--- src/rtl/dm_ctrl.sv ---
// rtl/dm_ctrl.sv - M-stage data-memory access controller (IDLE/WAIT/DONE), optional DM_CTRL_TIMEOUT_EN bus timeout
module dm_ctrl (
  input  logic        clk,
  input  logic        reset,
  input  logic        req_valid,
  input  logic [3:0]  DMOp,
  input  logic [31:0] addr,
  input  logic [31:0] wdata,
  output logic        stall,
  output logic        mem_req,
  output logic        mem_we,
  output logic [31:0] mem_addr,
  output logic [3:0]  mem_byteen,
  output logic [31:0] mem_wdata,
  input  logic        mem_ack,
  input  logic [31:0] mem_rdata,
  output logic [31:0] rd_out,
  output logic [31:0] addr_out,
  output logic [3:0]  DMOp_out,
  output logic        rd_valid,
  output logic        exc_adel,
  output logic        exc_ades,
  output logic        bus_err
);

  typedef enum logic [1:0] {S_IDLE, S_WAIT, S_DONE} state_t;

  state_t      state_q;
  logic        mem_req_q, mem_we_q, rd_valid_q;
  logic [31:0] mem_addr_q, mem_wdata_q, rd_out_q, addr_out_q;
  logic [3:0]  mem_byteen_q, dmop_q;

  logic        op_load, op_store, aligned, in_idle, accept;
  logic [3:0]  byteen_d;
  logic [31:0] wdata_d;

  // Decode the op: load/store class, alignment rule, lane enables and replicated store data
  always_comb begin
    op_load  = 1'b0;
    op_store = 1'b0;
    aligned  = 1'b1;
    byteen_d = 4'b0000;
    wdata_d  = wdata;
    case (DMOp)
      4'b1000: begin op_load = 1'b1; aligned = (addr[1:0] == 2'b00); end
      4'b1001: begin op_load = 1'b1; aligned = ~addr[0]; end
      4'b1010: begin op_load = 1'b1; end
      4'b0100: begin
        op_store = 1'b1;
        aligned  = (addr[1:0] == 2'b00);
        byteen_d = 4'b1111;
      end
      4'b0101: begin
        op_store = 1'b1;
        aligned  = ~addr[0];
        byteen_d = addr[1] ? 4'b1100 : 4'b0011;
        wdata_d  = {2{wdata[15:0]}};
      end
      4'b0110: begin
        op_store = 1'b1;
        byteen_d = 4'b0001 << addr[1:0];
        wdata_d  = {4{wdata[7:0]}};
      end
      default: ;
    endcase
  end

  assign in_idle  = (state_q == S_IDLE);
  assign accept   = in_idle & req_valid & (op_load | op_store) & aligned;
  assign exc_adel = in_idle & req_valid & op_load & ~aligned;
  assign exc_ades = in_idle & req_valid & op_store & ~aligned;
  assign stall    = accept | (state_q == S_WAIT);

`ifdef DM_CTRL_TIMEOUT_EN
  logic [3:0] cnt_q;
  logic       bus_err_q;
  assign bus_err = bus_err_q;
`else
  assign bus_err = 1'b0;
`endif

  // Access sequencer: latch on accept, hold request until ack (or timeout), one DONE cycle
  always_ff @(posedge clk) begin
    if (!reset) begin
      state_q      <= S_IDLE;
      mem_req_q    <= 1'b0;
      mem_we_q     <= 1'b0;
      rd_valid_q   <= 1'b0;
      mem_addr_q   <= 32'd0;
      mem_wdata_q  <= 32'd0;
      mem_byteen_q <= 4'b0000;
      rd_out_q     <= 32'd0;
      addr_out_q   <= 32'd0;
      dmop_q       <= 4'b0000;
`ifdef DM_CTRL_TIMEOUT_EN
      cnt_q        <= 4'd0;
      bus_err_q    <= 1'b0;
`endif
    end else begin
      case (state_q)
        S_IDLE: begin
          rd_valid_q <= 1'b0;
          if (accept) begin
            addr_out_q   <= addr;
            dmop_q       <= DMOp;
            mem_addr_q   <= {addr[31:2], 2'b00};
            mem_byteen_q <= byteen_d;
            mem_wdata_q  <= wdata_d;
            mem_req_q    <= 1'b1;
            mem_we_q     <= op_store;
`ifdef DM_CTRL_TIMEOUT_EN
            cnt_q        <= 4'd0;
`endif
            state_q      <= S_WAIT;
          end
        end
        S_WAIT: begin
          if (mem_ack) begin
            mem_req_q  <= 1'b0;
            mem_we_q   <= 1'b0;
            rd_valid_q <= dmop_q[3];
            if (dmop_q[3]) rd_out_q <= mem_rdata;
            state_q    <= S_DONE;
          end
`ifdef DM_CTRL_TIMEOUT_EN
          else if (cnt_q == 4'hF) begin
            mem_req_q <= 1'b0;
            mem_we_q  <= 1'b0;
            bus_err_q <= 1'b1;
            rd_out_q  <= 32'd0;
            state_q   <= S_DONE;
          end else begin
            cnt_q <= cnt_q + 4'd1;
          end
`endif
        end
        S_DONE: begin
          rd_valid_q <= 1'b0;
`ifdef DM_CTRL_TIMEOUT_EN
          bus_err_q  <= 1'b0;
`endif
          state_q    <= S_IDLE;
        end
        default: state_q <= S_IDLE;
      endcase
    end
  end

  assign mem_req    = mem_req_q;
  assign mem_we     = mem_we_q;
  assign mem_addr   = mem_addr_q;
  assign mem_byteen = mem_byteen_q;
  assign mem_wdata  = mem_wdata_q;
  assign rd_out     = rd_out_q;
  assign addr_out   = addr_out_q;
  assign DMOp_out   = dmop_q;
  assign rd_valid   = rd_valid_q;

endmodule

--- config.mk ---
export PLATFORM = sky130hd
export DESIGN_NAME = dm_ctrl
export DESIGN_NICKNAME = d
export VERILOG_FILES = /design/src/rtl/dm_ctrl.sv
export SDC_FILE = /design/constraint.sdc
export NUM_CORES = 1
export LEC_CHECK = 0
export CAP_MARGIN = 10
export CORE_ASPECT_RATIO = 1.5
export CORE_MARGIN = 2
export CORE_UTILIZATION = 38
export DETAILED_ROUTE_END_ITERATION = 7
export PLACE_DENSITY = 0.77
export RECOVER_POWER = 50
export REMOVE_ABC_BUFFERS = 1
export SYNTH_ARGS = -nofsm -noshare
export SYNTH_HDL_FRONTEND = slang
export SYNTH_SLANG_ARGS = --single-unit
export TNS_END_PERCENT = 20
--- constraint.sdc ---
create_clock -name clk -period 2.12 [get_ports clk]
set_input_delay 0.212 -clock clk [delete_from_list [all_inputs] [get_ports clk]]
set_output_delay 0.212 -clock clk [all_outputs]
set_load 0.005 [all_outputs]
==> flow_summary.yaml <==
cells_and_area:
  instances_no_fill: 916
  area_delta_synth_final_pct: 57.3
  drive_above_1_share_pct: 7.47
  final_cell_mix: "clkdlybuf4s50_1 (240), nand2_1 (187), dfxtp_1 (109)"
  antennaDiodeCount: 0
  final_common_cell: "clkdlybuf4s50_1"
  fin_util_pct: 61.6
  fin_nets: 863
route:
  vias: 4589
  vias_per_cell: 5.01
  drt-pass1-iter-count: 4
  route.detailed.drc: 0
  wirelength_um: 14300
  wire_per_inst_um: 15.6
  first_iter_violations: 176
  antenna_left: 0
floorplanning:
  die_h_um: 141
  pin_count: 247
  die-area_sq_um: 13400
  initial_core_util_pct: 39.1
  rows: 49
  core_area_sq_um: 12100
  die_w_um: 95.1
setup_path:
  end_kind: "output port"
  crit_type: "in -> out"
  cp.required_ns: 1.91
  crit_fanout: 3
  reg2reg_depth: 6
  slowest_stage: "clkdlybuf4s50_1"
  r2r_slack_ns: 0.41
  critPathArrivalTime_ns: 1.86
  cpPeakStageDelay_ns: 0.53
  cp-endpoint: "stall"
  startpoint: "DMOp[3]"
  worst_setup_path_start_kind: "input port"
  crit_chain: "clkdlybuf4s50_1 > xor2_1 > and4_4 > nand2_1 > nand2_1 > clkdlybuf4s50_1"
  r2r_end: "mem_wdata[29]$_SDFFE_PN0P_"
  r2r-start: "state_q[0]$_SDFFE_PN0P_"
sta:
  hold_viol_final: 0
  period_share_pct: 97.8
  min_period_ns: 2.07
  rsz0062_at_grt: "false"
  setup_viol: 0
  setup_ws_ns: 0.0466
  worst_slew_pin_slew_ns: 1.15
  max_freq_ghz: 0.482
  slew_headroom_pct: 23.3
  drv_slew: 0
  final.setup.tns_ns: 0
  skew_ns: 0.00709
synthesis:
  yosysUniqueCellTypes: 36
  synth-seq-area-share_pct: 46.2
  syn_area_per_cell_sq_um: 8.50
  post_synth_instance_area_sq_um: 4730
  synth-seq-cells: 109
  synth_warnings: 0
  synth_cells: 556
global_route:
  grt_antenna_before_repair: 0
  grt_pass1_vias: 4482
  grt_overflow: 0
  track_usage_pct: 20.7
  grt_pass1_wl_um: 21900
  grt_max_degree: 55
status:
  status: "finished clean"
place:
  io_buffer_count: 243
  dp.cells: 901
  dpl.hpwl_um: 11000
  gp_congestion: 0.831
  dp_slack_ns: -0.0112
clock_network:
  cts_root_buffer: "clkbuf_16"
  htreeDepth: 3
  numCtsBuffers: 9
  tritoncts: "yes"
  clk_path_buf_depth: 2
  clock-sinks: 109
  clk_pin_slew_worst_paths_ns: 0.07
  clock_latency_ns: 0.34
  post_cts_buffers: 0
flow_run:
  drv_cap: 0
pwr:
  p_total_uw: 4680
  leakagePower_uw: 0.00276
  power_density_nw_per_um2: 630
  max-vdd-ir-drop_mv: 0.378
worst_hold_path:
  hold_class: "in -> reg"
-- synth_stat cells --
cell,number,area (sq um)
o211ai_1,2,15.0
inv_1,2,7.51
clkbuf_1,27,101
a32oi_1,16,140
buf_4,35,263
a21oi_1,44,220
buf_6,9,101
dfxtp_1,109,2180
nor3_1,2,10.0
nand2b_1,2,12.5
buf_2,5,25.0
nor4b_1,1,8.76
nand3_2,1,10.0
clkinv_1,1,3.75
nor2_1,4,15.0
o21ai_1,14,70.1
nor2b_1,4,25.0
o21ai_4,1,16.3
a21o_1,1,7.51
nand3b_1,1,7.51
nand3_1,6,30.0
xor2_1,1,8.76
buf_1,1,3.75
o31ai_1,1,7.51
a211oi_2,9,113
o21bai_1,1,7.51
o21a_1,1,7.51
and3b_1,1,8.76
and2_1,2,12.5
o21ai_0,1,5.00
conb_1,1,3.75
nand2_1,187,702
a22o_1,8,70.1
nand4_1,12,75.1
mux2i_1,42,420
and4_1,1,8.76
-- critical path: cells and delay by family --
kind,cells,cell delay (ns)
buf+inv,2,1.03
simple gates,3,0.43
xor+xnor,1,0.19
-- worst min path at each step --
stage | startpoint | endpoint | cells past startpoint
detailed placement | mem_wdata[9]$_SDFFE_PN0P_ | mem_wdata[9]$_SDFFE_PN0P_ | 2
floorplan | DMOp[2] | DMOp_out[3]$_SDFFE_PN0P_ | 1
CTS | reset | mem_wdata[0]$_SDFFE_PN0P_ | 3
finish | DMOp[2] | DMOp_out[3]$_SDFFE_PN0P_ | 3
global route | DMOp[2] | DMOp_out[3]$_SDFFE_PN0P_ | 3
global placement | mem_wdata[25]$_SDFFE_PN0P_ | mem_wdata[25]$_SDFFE_PN0P_ | 2
-- layout make-up --
cell class / count / area (sq um)
inverters: 3 / 11.3
well taps: 153 / 191
clock inverters: 4 / 47.5
multi-input cells: 369 / 2070
fillers: 1008 / 4640
flip-flops and latches: 109 / 2180
repair buffers: 267 / 2690
clock buffers: 11 / 253
-- logic make-up (layout without fill, tap and decap cells) --
logic type | Yosys count | after routing | share of synthesized area (%)
compound gates | 99 | 99 | 14.4
xor+xnor | 1 | 1 | 0.185
buf+inv | 80 | 285 | 10.7
flops | 109 | 109 | 46.2
mux | 42 | 42 | 8.90
other cells | 1 | 3 | 0.0794
simple gates | 224 | 224 | 19.6
-- state kept, by name, summed over array words and instances, names as in the netlist --
signal      count
mem_we          1
DMOp_out        4
addr_out       32
mem_byteen      4
mem_wdata      32
mem_req         1
state_q         2
rd_valid        1
rd_out         32
-- timing repair --
action                                 CTS  global route
hold buffers                             0             0
resized for setup                        0             7
setup endpoints to repair                0             3
endpoints found under the hold margin    0             0
-- through the flow --
step / hold slack (ns) / cell area (sq um)
finish: 0.308 / 7440
global route: 0.305 / 7440
CTS: 0.383 / 7420
detailed placement: 0.439 / 7120
global placement: 0.435 / 7120
floorplan: 0.305 / 4240
-- report_power, final --
group / leakage, uW / internal, uW / switching (uW)
registers: 0.000884 / 2130 / 52.6
clock network: 0.000147 / 971 / 736
logic: 0.00172 / 483 / 313
total: 0.00276 / 3580 / 1100
-- layer usage --
| metal | share of wire [%] | vias up | track usage (%) |
|---|---|---|---|
| met5 | 0 | - | 0 |
| met3 | 6.7 | 20 | 4.86 |
| met2 | 54 | 188 | 38.1 |
| li1 | - | 2241 | - |
| met1 | 37 | 2140 | 22.4 |
| met4 | 2.3 | 0 | 7.40 |
Note: power is estimated with default switching activity, not from simulation.
